### src/rtl/pim_op_sequencer.sv
// pim_op_sequencer: one-command-at-a-time sequencer in front of the PIM array.
// Reads operand A, operand B, computes, writes the result to the destination.
// Optional feature macro: PIM_MUL_EN (adds opcode 101, unsigned multiply).
module pim_op_sequencer #(
   parameter int ADDR_W  = 10,
   parameter int DATA_W  = 32,
   parameter int TIMEOUT = 64
) (
   input  logic              clock,
   input  logic              rst,
   input  logic              cmd_valid,
   output logic              cmd_ready,
   input  logic [2:0]        cmd_op,
   input  logic [ADDR_W-1:0] cmd_addr_a,
   input  logic [ADDR_W-1:0] cmd_addr_b,
   input  logic [ADDR_W-1:0] cmd_addr_d,
   output logic              done,
   output logic              err,
   output logic [DATA_W-1:0] result,
   output logic [ADDR_W-1:0] mem_address,
   output logic [DATA_W-1:0] mem_data_in,
   output logic              mem_write,
   output logic              mem_read,
   input  logic [DATA_W-1:0] mem_data_out,
   input  logic              mem_ready
);

   typedef enum logic [3:0] {
      IDLE, RD_A, WT_A, RD_B, WT_B, EXEC, WR_D, WT_D, DONE
   } state_t;

   typedef struct packed {
      logic [2:0]        op;
      logic [ADDR_W-1:0] a;
      logic [ADDR_W-1:0] b;
      logic [ADDR_W-1:0] d;
   } cmd_t;

   state_t              state, state_nx;
   cmd_t                cmd_q;
   logic [DATA_W-1:0]   opa_q, opb_q, result_q, alu_res;
   logic                err_q;
   logic [7:0]          wait_cnt;
   logic                in_wt, timeout_hit, accept;

   // Opcode legality depends on whether the multiplier is built.
   function automatic logic op_legal(input logic [2:0] op);
`ifdef PIM_MUL_EN
      return (op <= 3'd5);
`else
      return (op <= 3'd4);
`endif
   endfunction

   assign in_wt       = (state == WT_A) || (state == WT_B) || (state == WT_D);
   // Timeout fires on the cycle the counter would reach TIMEOUT.
   assign timeout_hit = in_wt && !mem_ready && (wait_cnt == 8'(TIMEOUT - 1));
   assign accept      = (state == IDLE) && cmd_valid && !rst;
   assign err         = err_q;
   assign result      = result_q;

   // ALU on captured operands; all arithmetic wraps to DATA_W bits.
   always_comb begin
      alu_res = '0;
      case (cmd_q.op)
         3'd0:    alu_res = opa_q + opb_q;
         3'd1:    alu_res = opa_q - opb_q;
         3'd2:    alu_res = opa_q & opb_q;
         3'd3:    alu_res = opa_q | opb_q;
         3'd4:    alu_res = opa_q ^ opb_q;
`ifdef PIM_MUL_EN
         3'd5:    alu_res = opa_q * opb_q;
`endif
         default: alu_res = '0;
      endcase
   end

   // State register; reset forces IDLE without waiting for a clock edge.
   always_ff @(posedge clock or posedge rst) begin
      if (rst) state <= IDLE;
      else     state <= state_nx;
   end

   // Next state and memory-side outputs, decoded purely from state so that
   // asynchronous reset drives every output low immediately.
   always_comb begin
      state_nx    = state;
      cmd_ready   = 1'b0;
      done        = 1'b0;
      mem_read    = 1'b0;
      mem_write   = 1'b0;
      mem_address = '0;
      mem_data_in = '0;
      case (state)
         IDLE: begin
            cmd_ready = !rst;
            if (accept) state_nx = op_legal(cmd_op) ? RD_A : DONE;
         end
         RD_A: begin
            mem_read    = 1'b1;
            mem_address = cmd_q.a;
            state_nx    = WT_A;
         end
         WT_A: begin
            mem_address = cmd_q.a;
            if (mem_ready)        state_nx = RD_B;
            else if (timeout_hit) state_nx = DONE;
         end
         RD_B: begin
            mem_read    = 1'b1;
            mem_address = cmd_q.b;
            state_nx    = WT_B;
         end
         WT_B: begin
            mem_address = cmd_q.b;
            if (mem_ready)        state_nx = EXEC;
            else if (timeout_hit) state_nx = DONE;
         end
         EXEC: state_nx = WR_D;
         WR_D: begin
            mem_write   = 1'b1;
            mem_address = cmd_q.d;
            mem_data_in = result_q;
            state_nx    = WT_D;
         end
         WT_D: begin
            mem_address = cmd_q.d;
            mem_data_in = result_q;
            if (mem_ready)        state_nx = DONE;
            else if (timeout_hit) state_nx = DONE;
         end
         DONE: begin
            done     = 1'b1;
            state_nx = IDLE;
         end
         default: state_nx = IDLE;
      endcase
   end

   // Command latch, operand capture, result/err registers and wait counter.
   always_ff @(posedge clock or posedge rst) begin
      if (rst) begin
         cmd_q    <= '0;
         opa_q    <= '0;
         opb_q    <= '0;
         result_q <= '0;
         err_q    <= 1'b0;
         wait_cnt <= '0;
      end else begin
         if (accept) begin
            cmd_q <= '{op: cmd_op, a: cmd_addr_a, b: cmd_addr_b, d: cmd_addr_d};
            err_q <= !op_legal(cmd_op);
         end
         // Request states precede every wait state, so clearing here
         // clears the counter on entry to WT_*.
         if (state == RD_A || state == RD_B || state == WR_D)
            wait_cnt <= '0;
         else if (in_wt && !mem_ready)
            wait_cnt <= wait_cnt + 8'd1;
         if (timeout_hit)                   err_q    <= 1'b1;
         if (state == WT_A && mem_ready)    opa_q    <= mem_data_out;
         if (state == WT_B && mem_ready)    opb_q    <= mem_data_out;
         if (state == EXEC)                 result_q <= alu_res;
      end
   end

endmodule
### config.mk
export PLATFORM = sky130hd
export DESIGN_NAME = pim_op_sequencer
export DESIGN_NICKNAME = d
export VERILOG_FILES = /design/src/rtl/pim_op_sequencer.sv
export SDC_FILE = /design/constraint.sdc
export NUM_CORES = 1
export LEC_CHECK = 0
export CORE_MARGIN = 10
export CORE_UTILIZATION = 45
export CTS_BUF_LIST = sky130_fd_sc_hd__clkbuf_8
export DETAILED_ROUTE_END_ITERATION = 8
export GPL_ROUTABILITY_DRIVEN = 0
export HOLD_SLACK_MARGIN = 0.05
export PLACE_DENSITY = 0.69
export SYNTH_ARGS = -nofsm -noshare
export SYNTH_HDL_FRONTEND = slang
export SYNTH_SLANG_ARGS = --single-unit
### constraint.sdc
create_clock -name clock -period 11.75 [get_ports clock]
set_clock_uncertainty 0.15 [all_clocks]
set_input_delay 1.175 -clock clock [delete_from_list [all_inputs] [get_ports clock]]
set_output_delay 1.175 -clock clock [all_outputs]
set_load 0.01 [all_outputs]
==> impl_metrics.csv <==
group,metric,value,unit
sta,fin_crit,5.06,ns
clocking,cts_tree,"done",
setup_path,reg2reg_to,"result[28]$_DFFE_PP0P_",
setup_path,rr_worst_depth,13,
place,portBuffers,147,
setup_path,critPathLaunchType,"register",
yosys,ys_warn_count,0,
global_route,grt_first_pass_wirelength,43900,um
run,maxCapViolCount,0,
sta,slew_headroom,17.9,%
clocking,ctsLongestPathBuffers,2,
setup_path,r2r_slack,6.69,ns
global_route,grt_usage,18.7,%
die,coreArea,21700,um^2
yosys,ys.flop_type,"dfrtp_1",
sta,tns,0,ns
place,placed_cell_area,11600,um^2
setup_path,critPathCapture,"result[28]$_DFFE_PP0P_",
global_route,grt_pass1_vias,8548,
setup_path,required,11.96,ns
clocking,clk_pin_slew_worst_paths,0.08,ns
setup_path,crit_path_end_kind,"register",
yosys,synthArstFlopShare,100,%
sta,max_freq,0.198,GHz
cells_and_area,area_growth,22.1,%
place,pre_cts_ws,6.79,ns
yosys,yosysUniqueCellTypes,61,
setup_path,arrival,5.27,ns
clocking,cts_buffers,17,
die,placementRows,54,
drt,drt.antenna.violating_nets,0,
yosys,synth_top_area_share,36.0,%
yosys,ys_seq_elements,142,
drt,vias,8329,
drt,avgRoutedWirePerCell,17.8,um
setup_path,slowest_stage,"nor2_1",
global_route,grt_max_degree,73,
die,die_x,168,um
setup_path,cp_max_fo,19,
setup_path,startpoint,"cmd_q[31]$_DFFE_PP0P_",
yosys,postSynthCellCount,1075,
yosys,synth_fp_nets,1242,
clocking,clock_latency,0.47,ns
setup_path,worstPathCellList,"nor2_1 > and2_1 > a41oi_1 > xnor2_1 > ha_1 > a21oi_1 > a21boi_0 > a2bb2oi_1 > o211ai_1 > a41oi_1 > o21ai_0 > xnor2_1 > o21ai_0",
yosys,synth_edf_count,0,
clocking,h-tree-depth,4,
sta,slew_viol_final,0,
cells_and_area,final_cells,1491,
drt,wirelength,26500,um
clocking,root_buffer,"clkbuf_8",
drt,drtPass1Iterations,7,
cells_and_area,antenna_cells,0,
sta,worst_pin_slew,1.23,ns
die,initial_core_util,45.5,%
yosys,synthTopCellsByArea,"dfrtp_1 36%, ha_1 12%, mux2_2 7.7%, nand2_1 5.1%, xnor2_1 4.1%",
pwr,worst_ir_drop_vdd,161,uV
drt,post-route-drc-count,0,
cells_and_area,drive_gt1_share,10.7,%
sta,setup_viol,0,
die,die_h,168,um
sta,hold_viol,0,
drt,via_per_inst,5.59,
cells_and_area,nets,1365,
place,place_inst,1459,
sta,period_share,43.1,%
yosys,synth_area_per_cell,9.17,um^2
die,die_area,28200,um^2
pwr,p_total,4.14,mW
sta,grt_setup_unrepaired,"no",
yosys,synth_area,9860,um^2
sta,setup_slack,6.69,ns
cells_and_area,fin_area,12000,um^2
place,dpl.hpwl,19100,um
yosys,synth.largest_area_cell,"dfrtp_1",
clocking,cts_sinks,142,
min_path,hold_path_class,"register to register",
die,ios,148,
run_status,outcome,"complete, no violations",
global_route,antenna_found_initial,0,
pwr,p_leak,5.50,nW
clocking,cts_resized,0,
drt,drt_iter0_markers,484,
pwr,p_per_area,344,nW/um^2
setup_path,critical_path_class,"register to register",
yosys,synth_seq_area_share,36.0,%
clocking,post_cts_buffers,0,
setup_path,slowest_delay,0.98,ns
global_route,overflow,0,
setup_path,r2r-start,"cmd_q[31]$_DFFE_PP0P_",
clocking,hold_buffers,0,
==> power breakdown <==
| group | internal (mW) | switching, mW | leakage, nW |
|---|---|---|---|
| clock | 0.250 | 0.200 | 0.224 |
| combinational | 1.23 | 1.47 | 3.51 |
| sequential | 0.714 | 0.280 | 1.77 |
==> synthesized netlist by cell type (all sizes together) (13+ instances only) <==
cell type / n
o21ai: 50
nor2b: 13
and2: 41
nor2: 39
ha: 97
inv: 83
nand2: 137
mux2: 67
xnor2: 47
xor2: 16
a21o: 13
o22ai: 34
a22oi: 47
dfrtp: 142
clkbuf: 43
nor3: 16
a21oi: 59
a31oi: 14
==> sequential cells by signal (all words and copies together), names as in the netlist <==
register  cells
opb_q        32
opa_q        32
cmd_q        33
result       32
err           1
wait_cnt      8
state         4
==> logic make-up (layout without fill, tap and decap cells) <==
family / count (synthesis) / count (layout) / share of synthesized area, %
AND/OR/NAND/NOR: 295 / 295 / 14.8
XOR/XNOR: 63 / 63 / 5.67
AO/OA/AOI/OAI: 272 / 272 / 18.0
adder cells (fa/ha/maj): 98 / 98 / 12.5
buffers and inverters: 136 / 272 / 5.18
flip-flops: 142 / 142 / 36.0
multiplexers: 69 / 69 / 7.86
==> worst max-delay path: cells and delay by family, from the launching register on <==
kind | cells | cell delay, ns
compound gates | 8 | 1.81
simple gates | 2 | 1.80
flops | 1 | 0.50
fa+ha+maj | 1 | 0.36
xor+xnor | 2 | 0.33
==> worst min path at each step <==
stage                     startpoint                     to  slack, ns  depth (start not counted)
2_1_floorplan   cmd_q[0]$_DFFE_PP0P_   cmd_q[0]$_DFFE_PP0P_       0.29                          2
3_3_place_gp    cmd_q[3]$_DFFE_PP0P_   cmd_q[3]$_DFFE_PP0P_       0.31                          2
3_5_place_dp   cmd_q[15]$_DFFE_PP0P_  cmd_q[15]$_DFFE_PP0P_       0.31                          2
4_1_cts        cmd_q[15]$_DFFE_PP0P_  cmd_q[15]$_DFFE_PP0P_       0.33                          2
5_1_grt         cmd_q[3]$_DFFE_PP0P_   cmd_q[3]$_DFFE_PP0P_       0.36                          2
6_report       cmd_q[15]$_DFFE_PP0P_  cmd_q[15]$_DFFE_PP0P_       0.33                          2
==> final cells by class <==
class | instances | area, um^2
clock buffer | 20 | 275
clock inverter | 12 | 181
fill | 1949 | 9650
inverter | 83 | 317
multi-input combinational | 797 | 5810
sequential | 142 | 3550
tap | 280 | 350
timing repair buffer | 157 | 1550
==> per-stage QoR <==
stage	utilization (%)	hold WS [ns]
floorplan	-	0.295
global placement	53.4	0.307
CTS	55.5	0.333
global route	55.5	0.357
finish	55.5	0.333
detailed placement	53.4	0.314
==> per-layer routing <==
metal / track usage (%) / wire (um) / up-vias
li1: - / - / 4039
met1: 23.3 / 11600 / 4010
met2: 29.9 / 12400 / 244
met3: 5.89 / 2030 / 36
met4: 6.40 / 425 / 0
met5: 0 / 0 / -
==> cells in the final DEF (no fill, tap or decap), types with 4 or more instances in the layout <==
cell	Yosys	routed
a31oi_1	14	14
dfrtp_1	142	142
nand2_1	135	135
buf_4	0	10
xnor2_1	46	46
clkbuf_8	0	20
nor4_1	4	4
and2_1	41	41
a41oi_1	4	4
a22oi_1	47	47
o31ai_1	5	5
clkdlybuf4s50_1	0	147
a222oi_1	10	10
o21bai_1	4	4
mux2_2	67	67
o21ai_0	47	47
bufinv_16	0	4
ha_1	97	97
nor3_1	12	12
xor2_1	16	16
inv_6	0	4
nand3_1	12	12
nand4_1	6	6
o21a_1	7	7
and3_1	7	7
a21o_1	13	13
o22ai_1	34	34
a21oi_1	59	59
inv_1	83	83
nand2b_1	4	4
nor2_1	39	38
nor2b_1	13	11
No activity file was read; power rests on OpenSTA's default activity.
